File: config.mk
export PLATFORM = sky130hd
export DESIGN_NAME = ultrasound_location_calculator
export DESIGN_NICKNAME = d
export VERILOG_FILES = /design/src/rtl/ultrasound_location_calculator_pkg.sv /design/src/rtl/ultrasound_location_calculator_median3.sv /design/src/rtl/ultrasound_location_calculator.sv
export SDC_FILE = /design/constraint.sdc
export NUM_CORES = 1
export LEC_CHECK = 0
export ABC_AREA = 0
export CORE_ASPECT_RATIO = 1.2
export CORE_MARGIN = 3
export CORE_UTILIZATION = 55
export CTS_CLUSTER_SIZE = 24
export DETAILED_ROUTE_END_ITERATION = 8
export PLACE_DENSITY = 0.77
export SYNTH_ARGS = -nofsm -noshare
export SYNTH_HDL_FRONTEND = slang
export SYNTH_SLANG_ARGS = --single-unit
export TNS_END_PERCENT = 10
File: constraint.sdc
create_clock -name clock -period 6.8 [get_ports clock]
set_clock_uncertainty 0.05 [all_clocks]
set_input_delay 1.36 -clock clock [delete_from_list [all_inputs] [get_ports clock]]
set_output_delay 1.36 -clock clock [all_outputs]
set_load 0.03 [all_outputs]
File: src/rtl/ultrasound_location_calculator_pkg.sv
// Shared types and constants for the ultrasound rangefinder sweep controller.
package ultrasound_location_calculator_pkg;

  // Codes are visible on the debug state port, so keep them fixed.
  typedef enum logic [3:0] {
    ST_IDLE        = 4'd0,
    ST_TRIGGER     = 4'd1,
    ST_WAIT_ECHO   = 4'd2,
    ST_MEASURE     = 4'd3,
    ST_STORE       = 4'd4,
    ST_GAP         = 4'd5,
    ST_POWER_CYCLE = 4'd6,
    ST_MEDIAN      = 4'd7,
    ST_NEXT        = 4'd8,
    ST_COMPARE     = 4'd9,
    ST_DONE        = 4'd10
  } state_e;

  typedef struct packed {
    logic [3:0] angle;
    logic [7:0] distance;
  } location_t;

  localparam logic [7:0]  INVALID_DIST = 8'hFF;
  localparam logic [11:0] NO_LOCATION  = 12'hFFF;
  localparam logic [7:0]  MAX_VALID    = 8'hFE;

  // Echo count to distance: half the count plus a fixed offset, clamped
  // below INVALID_DIST so a real reading never looks like a failed pass.
  function automatic logic [7:0] calc_pass(input logic [7:0] count,
                                           input logic [7:0] offset);
    logic [8:0] sum;
    sum = {1'b0, count >> 1} + {1'b0, offset};
    return (sum > {1'b0, MAX_VALID}) ? MAX_VALID : sum[7:0];
  endfunction

endpackage

File: src/rtl/ultrasound_location_calculator_median3.sv
// Combinational median of three 8-bit values; 8'hFF naturally sorts last.
module ultrasound_location_calculator_median3 (
  input  logic [7:0] a_i,
  input  logic [7:0] b_i,
  input  logic [7:0] c_i,
  output logic [7:0] y_o
);

  logic [7:0] lo_ab;
  logic [7:0] hi_ab;
  logic [7:0] hi_lim;

  // median = max(min(a,b), min(max(a,b), c))
  always_comb begin
    lo_ab  = (a_i < b_i) ? a_i : b_i;
    hi_ab  = (a_i < b_i) ? b_i : a_i;
    hi_lim = (hi_ab < c_i) ? hi_ab : c_i;
    y_o    = (lo_ab > hi_lim) ? lo_ab : hi_lim;
  end

endmodule

File: src/rtl/ultrasound_location_calculator.sv
// Sweeps the rangefinder array, three pings per sensor, keeps the median
// per sensor and reports the nearest valid sensor as {angle, distance}.
//
// state       | meaning
// ------------+-----------------------------------------------------
// IDLE        | waiting for calculate after reset
// TRIGGER     | trigger line of current sensor high
// WAIT_ECHO   | waiting for echo rise, bounded by the wait timer
// MEASURE     | counting echo-high clocks
// STORE       | convert count to a pass distance
// GAP         | quiet time before next trigger
// POWER_CYCLE | invalid pass: current sensor power dropped
// MEDIAN      | median of the three passes latched
// COMPARE     | update nearest sensor
// NEXT        | advance sensor or finish
// DONE        | result valid, waiting for calculate
module ultrasound_location_calculator
  import ultrasound_location_calculator_pkg::*;
#(
  parameter int NUM_SENSORS     = 10,
  parameter int TRIGGER_CYCLES  = 4,
  parameter int GAP_CYCLES      = 5,
  parameter int MAX_ECHO_CYCLES = 100,
  parameter int MAX_WAIT_CYCLES = 200,
  parameter int POWER_CYCLES    = 6,
  parameter int DIST_OFFSET     = 5
) (
  input  logic                   clock,
  input  logic                   reset,
  input  logic                   calculate,
  input  logic [NUM_SENSORS-1:0] ultrasound_signals,
  output logic                   done,
  output logic [11:0]            rover_location,
  output logic [NUM_SENSORS-1:0] ultrasound_commands,
  output logic [NUM_SENSORS-1:0] ultrasound_power,
  output logic [3:0]             state
);

  localparam logic [7:0] TRIG_LOAD  = 8'(TRIGGER_CYCLES - 1);
  localparam logic [7:0] GAP_LOAD   = 8'(GAP_CYCLES - 1);
  localparam logic [7:0] WAIT_LOAD  = 8'(MAX_WAIT_CYCLES - 1);
  localparam logic [7:0] POWER_LOAD = 8'(POWER_CYCLES - 1);
  localparam logic [7:0] ECHO_LAST  = 8'(MAX_ECHO_CYCLES - 1);
  localparam logic [3:0] LAST_SENSOR = 4'(NUM_SENSORS - 1);

  state_e          state_q, state_d;
  logic [3:0]      sensor_q, sensor_d;
  logic [1:0]      pass_q, pass_d;
  logic [7:0]      tmr_q, tmr_d;
  logic [7:0]      cnt_q, cnt_d;
  logic [2:0][7:0] pv_q, pv_d;
  logic [7:0]      med_q, med_d;
  logic [7:0]      best_q, best_d;
  logic [3:0]      best_idx_q, best_idx_d;
  location_t       loc_q, loc_d;
  logic [7:0]      med_w;
  logic            echo;

  ultrasound_location_calculator_median3 u_median3 (
    .a_i (pv_q[0]),
    .b_i (pv_q[1]),
    .c_i (pv_q[2]),
    .y_o (med_w)
  );

  assign echo           = ultrasound_signals[sensor_q];
  assign state          = state_q;
  assign done           = (state_q == ST_DONE);
  assign rover_location = loc_q;

  // Trigger and power lines follow the registered state of the selected sensor.
  always_comb begin
    ultrasound_commands = '0;
    ultrasound_power    = '1;
    if (state_q == ST_TRIGGER)     ultrasound_commands[sensor_q] = 1'b1;
    if (state_q == ST_POWER_CYCLE) ultrasound_power[sensor_q]    = 1'b0;
  end

  // Next-state logic; one down-counter tmr serves every timed state.
  always_comb begin
    state_d    = state_q;
    sensor_d   = sensor_q;
    pass_d     = pass_q;
    tmr_d      = tmr_q;
    cnt_d      = cnt_q;
    pv_d       = pv_q;
    med_d      = med_q;
    best_d     = best_q;
    best_idx_d = best_idx_q;
    loc_d      = loc_q;
    case (state_q)
      ST_IDLE, ST_DONE: begin
        if (calculate) begin
          state_d    = ST_TRIGGER;
          sensor_d   = '0;
          pass_d     = '0;
          best_d     = INVALID_DIST;
          best_idx_d = '0;
          tmr_d      = TRIG_LOAD;
        end
      end
      ST_TRIGGER: begin
        if (tmr_q == '0) begin
          state_d = ST_WAIT_ECHO;
          tmr_d   = WAIT_LOAD;
        end else tmr_d = tmr_q - 8'd1;
      end
      ST_WAIT_ECHO: begin
        if (echo) begin
          state_d = ST_MEASURE;
          cnt_d   = 8'd1;
        end else if (tmr_q == '0) begin
          state_d = ST_POWER_CYCLE;
          tmr_d   = POWER_LOAD;
        end else tmr_d = tmr_q - 8'd1;
      end
      ST_MEASURE: begin
        if (!echo) state_d = ST_STORE;
        else if (cnt_q == ECHO_LAST) begin
          state_d = ST_POWER_CYCLE;
          tmr_d   = POWER_LOAD;
        end else cnt_d = cnt_q + 8'd1;
      end
      ST_STORE: begin
        pv_d[pass_q] = calc_pass(cnt_q, 8'(DIST_OFFSET));
        state_d      = ST_GAP;
        tmr_d        = GAP_LOAD;
      end
      ST_POWER_CYCLE: begin
        pv_d[pass_q] = INVALID_DIST;
        if (tmr_q == '0) begin
          state_d = ST_GAP;
          tmr_d   = GAP_LOAD;
        end else tmr_d = tmr_q - 8'd1;
      end
      ST_GAP: begin
        if (tmr_q != '0) tmr_d = tmr_q - 8'd1;
        else if (pass_q < 2'd2) begin
          pass_d  = pass_q + 2'd1;
          state_d = ST_TRIGGER;
          tmr_d   = TRIG_LOAD;
        end else state_d = ST_MEDIAN;
      end
      ST_MEDIAN: begin
        med_d   = med_w;
        state_d = ST_COMPARE;
      end
      ST_COMPARE: begin
        // Strict compare: on a tie the earlier (lower) sensor is kept.
        if (med_q != INVALID_DIST && med_q < best_q) begin
          best_d     = med_q;
          best_idx_d = sensor_q;
        end
        state_d = ST_NEXT;
      end
      ST_NEXT: begin
        if (sensor_q < LAST_SENSOR) begin
          sensor_d = sensor_q + 4'd1;
          pass_d   = '0;
          state_d  = ST_TRIGGER;
          tmr_d    = TRIG_LOAD;
        end else begin
          state_d = ST_DONE;
          if (best_q == INVALID_DIST) loc_d = NO_LOCATION;
          else begin
            // Sensors sit on 15-degree centres: angle code 2*i+1, low 4 bits.
            loc_d.angle    = 4'({best_idx_q, 1'b1});
            loc_d.distance = best_q;
          end
        end
      end
      default: state_d = ST_IDLE;
    endcase
  end

  // State and datapath registers with synchronous reset.
  always_ff @(posedge clock) begin
    if (reset) begin
      state_q    <= ST_IDLE;
      sensor_q   <= '0;
      pass_q     <= '0;
      tmr_q      <= '0;
      cnt_q      <= '0;
      pv_q       <= '0;
      med_q      <= '0;
      best_q     <= INVALID_DIST;
      best_idx_q <= '0;
      loc_q      <= '0;
    end else begin
      state_q    <= state_d;
      sensor_q   <= sensor_d;
      pass_q     <= pass_d;
      tmr_q      <= tmr_d;
      cnt_q      <= cnt_d;
      pv_q       <= pv_d;
      med_q      <= med_d;
      best_q     <= best_d;
      best_idx_q <= best_idx_d;
      loc_q      <= loc_d;
    end
  end

endmodule

==> impl_metrics.yaml <==
route:
  avgRoutedWirePerCell_um: 17.27
  ant_nets: 0
  dr.pass1.iters: 6
  viasPerCell: 6.027
  drc: 0
  num_vias: 4960
  wl_mm: 14.21
  initialDrtViolationCount: 318
cts:
  cts_hold_buf: 0
  cts-resized-gates: 0
  cts_sinks: 81
  root_buffer: "clkbuf_16"
  tritoncts: "yes"
  clk_latency_ns: 0.34
  cts_buffers: 9
  htree_num_levels: 3
  postCtsSetupRepairBufs: 0
  path_clk_slew_ns: 0.06
  cts.path.max_buffers: 2
critical_path:
  cp-start-kind: "register"
  critPathMaxFanout: 13
  arrival_ns: 6.23
  endpoint_kind: "register"
  cp.required_ns: 6.99
  critPathKind: "reg2reg"
timing:
  worst_pin_slew_ns: 1.129
  max_freq_ghz: 0.1657
  setup_violations: 0
  final.setup.worst_slack_ns: 0.7653
  slew_viol_final: 0
  relSlewSlack_pct: 24.57
  fin_tns_setup_ns: 0
  fin_crit_sh_pct: 88.75
  min_period_ns: 6.035
  hold_viol_final: 0
  rsz0062_at_grt: "no"
die:
  chipWidth_um: 96.68
  start_util_pct: 56.74
  design.core.area_sq_mm: 0.009564
  dieArea_sq_mm: 0.01110
  row_count: 39
  num_io_pins: 50
  die-height_um: 114.8
synthesis:
  syn_area_sq_mm: 0.005426
  async_flop_share_pct: 0
  synth-compound-area-share_pct: 21.12
  synth_seq_area_share_pct: 29.88
  ys_ff_latch: 81
  synthAdderAreaFrac_pct: 9.684
  yosys.cell_types.count: 69
  synth_nets: 722
  ys_warn_count: 0
  synthFlopType: "dfxtp_1"
  yosysMostFrequentCell: "dfxtp_1"
  yosys.area_share.simple_pct: 23.63
  synth_area_leaders: "dfxtp_1 30%, ha_1 9.7%, nor2_1 5.2%"
  synth_top_area_cell: "dfxtp_1"
  synth_edf_count: 0
  synth_top_family_by_area: "simple AND/OR/NAND/NOR gates"
  syn_avg_cell_area_sq_um: 8.136
  synth_common_cells: "81 x dfxtp_1, 75 x nor2_1, 59 x nand2_1, 44 x a21oi_1, 42 x ha_1"
  synth_mux_area_share_pct: 8.393
  synth_top_area_share_pct: 29.88
  synth_xor_area_share_pct: 1.937
  synthCells: 667
final_layout:
  antenna_cells: 0
  drive_gt1_share_pct: 7.571
  fill_cells: 836
  area_delta_synth_final_pct: 14.83
  nNetsFinal: 750
global_route:
  grt-ovfl-total: 0
  grt_first_pass_wirelength_mm: 23.36
  antenna_found_initial: 0
  first_global_vias: 4711
  grtUsageTotal_pct: 25.64
  grt_max_degree: 74
placed_design:
  post-place-ws_ns: 0.8771
  place_hpwl_mm: 10.70
  place.gp.congestion: 0.9355
  port_buffers: 49
power:
  sw_frac_of_total_pct: 43.22
  power_density_mw_per_mm2: 354.9
  intPower_mw: 1.256
  leakage_nw: 2.411
  p_sw_mw: 0.9559
  pwr-share-comb_pct: 50.4
  vdd_ir_drop_max_mv: 0.2686
  p_clk_share_pct: 22.2
  p_seq_share_pct: 27.3
status:
  outcome: "complete, no violations"
hold_path:
  timing.hold.worst.class: "reg2reg"
flow_run:
  drv_cap: 0
## cell type report
class | instances | area, sq um | share of cell area [%]
repair buffers | 52 | 508.0 | 8.153
well taps | 123 | 153.9 | 2.470
flip-flops and latches | 81 | 1622 | 26.02
multi-input cells | 516 | 3515 | 56.41
clock buffers | 9 | 225.2 | 3.614
inverters | 35 | 131.4 | 2.108
clock inverters | 7 | 76.32 | 1.225
## cells by family after synthesis
group / count (synthesis)
simple gates: 258
compound gates: 161
flops: 81
fa+ha+maj: 42
buf+inv: 70
mux: 43
xor+xnor: 12
## power by group through the flow
stage	combinational, mW	clock [mW]	sequential [mW]
after detailed placement	1.10	0	0.612
after global routing	1.23	0.514	0.612
final	1.12	0.491	0.605
after floorplan	0.900	0	0.573
after global placement	1.09	0	0.609
after CTS	1.10	0.498	0.601
## sequential cells by signal (all words and copies together) (netlist names)
register	cells
cnt_q	8
pv_q	24
best_q	8
state	4
rover_location	12
best_idx_q	3
med_q	8
tmr_q	8
pass_q	2
sensor_q	4
## per-layer routing
layer | GRT usage [%] | vias to the layer above | part of all wire, %
li1 | - | 2428 | -
met1 | 30.92 | 2332 | 42
met2 | 45.30 | 158 | 50
met3 | 4.551 | 42 | 4.1
met4 | 10.67 | 0 | 3.3
met5 | 0 | - | 0
## critical path, stage by stage (launching register included)
cell and delay (ns):
dfxtp_1 0.40, inv_1 0.07, ha_1 0.28, nand2_1 0.06, o21ai_1 0.18, nand4_1 0.20, nand3_1 0.28, buf_4 0.27
mux2_2 0.40, ha_1 0.30, a21oi_1 0.13, o21ai_1 0.07, nand4bb_1 0.21, a211o_1 0.31, o21ai_1 0.43, buf_4 0.26
mux2i_1 0.29, ha_1 0.30, a21oi_1 0.18, a21oi_1 0.11, and2_1 0.30, mux2i_1 0.38, o221ai_1 0.19, o31ai_1 0.29
## cell usage in the layout (no fill, tap or decap), drive strengths merged, types with 4 or more instances in the layout
master / n
a211oi: 30
a21o: 9
a21oi: 44
a31oi: 6
a32oi: 4
and2: 11
and3: 9
buf: 4
clkbuf: 9
clkdlybuf4s50: 48
dfxtp: 81
ha: 42
inv: 37
mux2: 17
mux2i: 26
nand2: 59
nand2b: 25
nand3: 13
nand3b: 6
nand4: 6
nor2: 75
nor2b: 16
nor3: 24
o211ai: 5
o21a: 4
o21ai: 24
o221ai: 7
o31ai: 8
or3: 4
xnor2: 9
## per-stage QoR
step / cells / cell area, sq um / hold WS (ns) / power [mW] / utilization [%]
after floorplan: 667 / 5426 / 0.3823 / 1.473 / -
after global placement: 807 / 5929 / 0.3913 / 1.694 / 62.00
after detailed placement: 807 / 5929 / 0.3990 / 1.707 / 62.00
after CTS: 823 / 6231 / 0.4109 / 2.203 / 65.15
after global routing: 823 / 6231 / 0.4335 / 2.354 / 65.15
final: 823 / 6231 / 0.4083 / 2.212 / 65.15
## path summary, 6_finish.rpt
kind	slack [ns]	cells after the start	to	start
worst min register to register	0.41	2	rover_location[0]	rover_location[0]
worst min-delay path	0.41	2	rover_location[0]	rover_location[0]
worst max register to register	0.77	23	med_q[4]	pv_q[9]
worst max-delay path	0.77	23	med_q[4]	pv_q[9]
(Power assumes the default switching activity.)
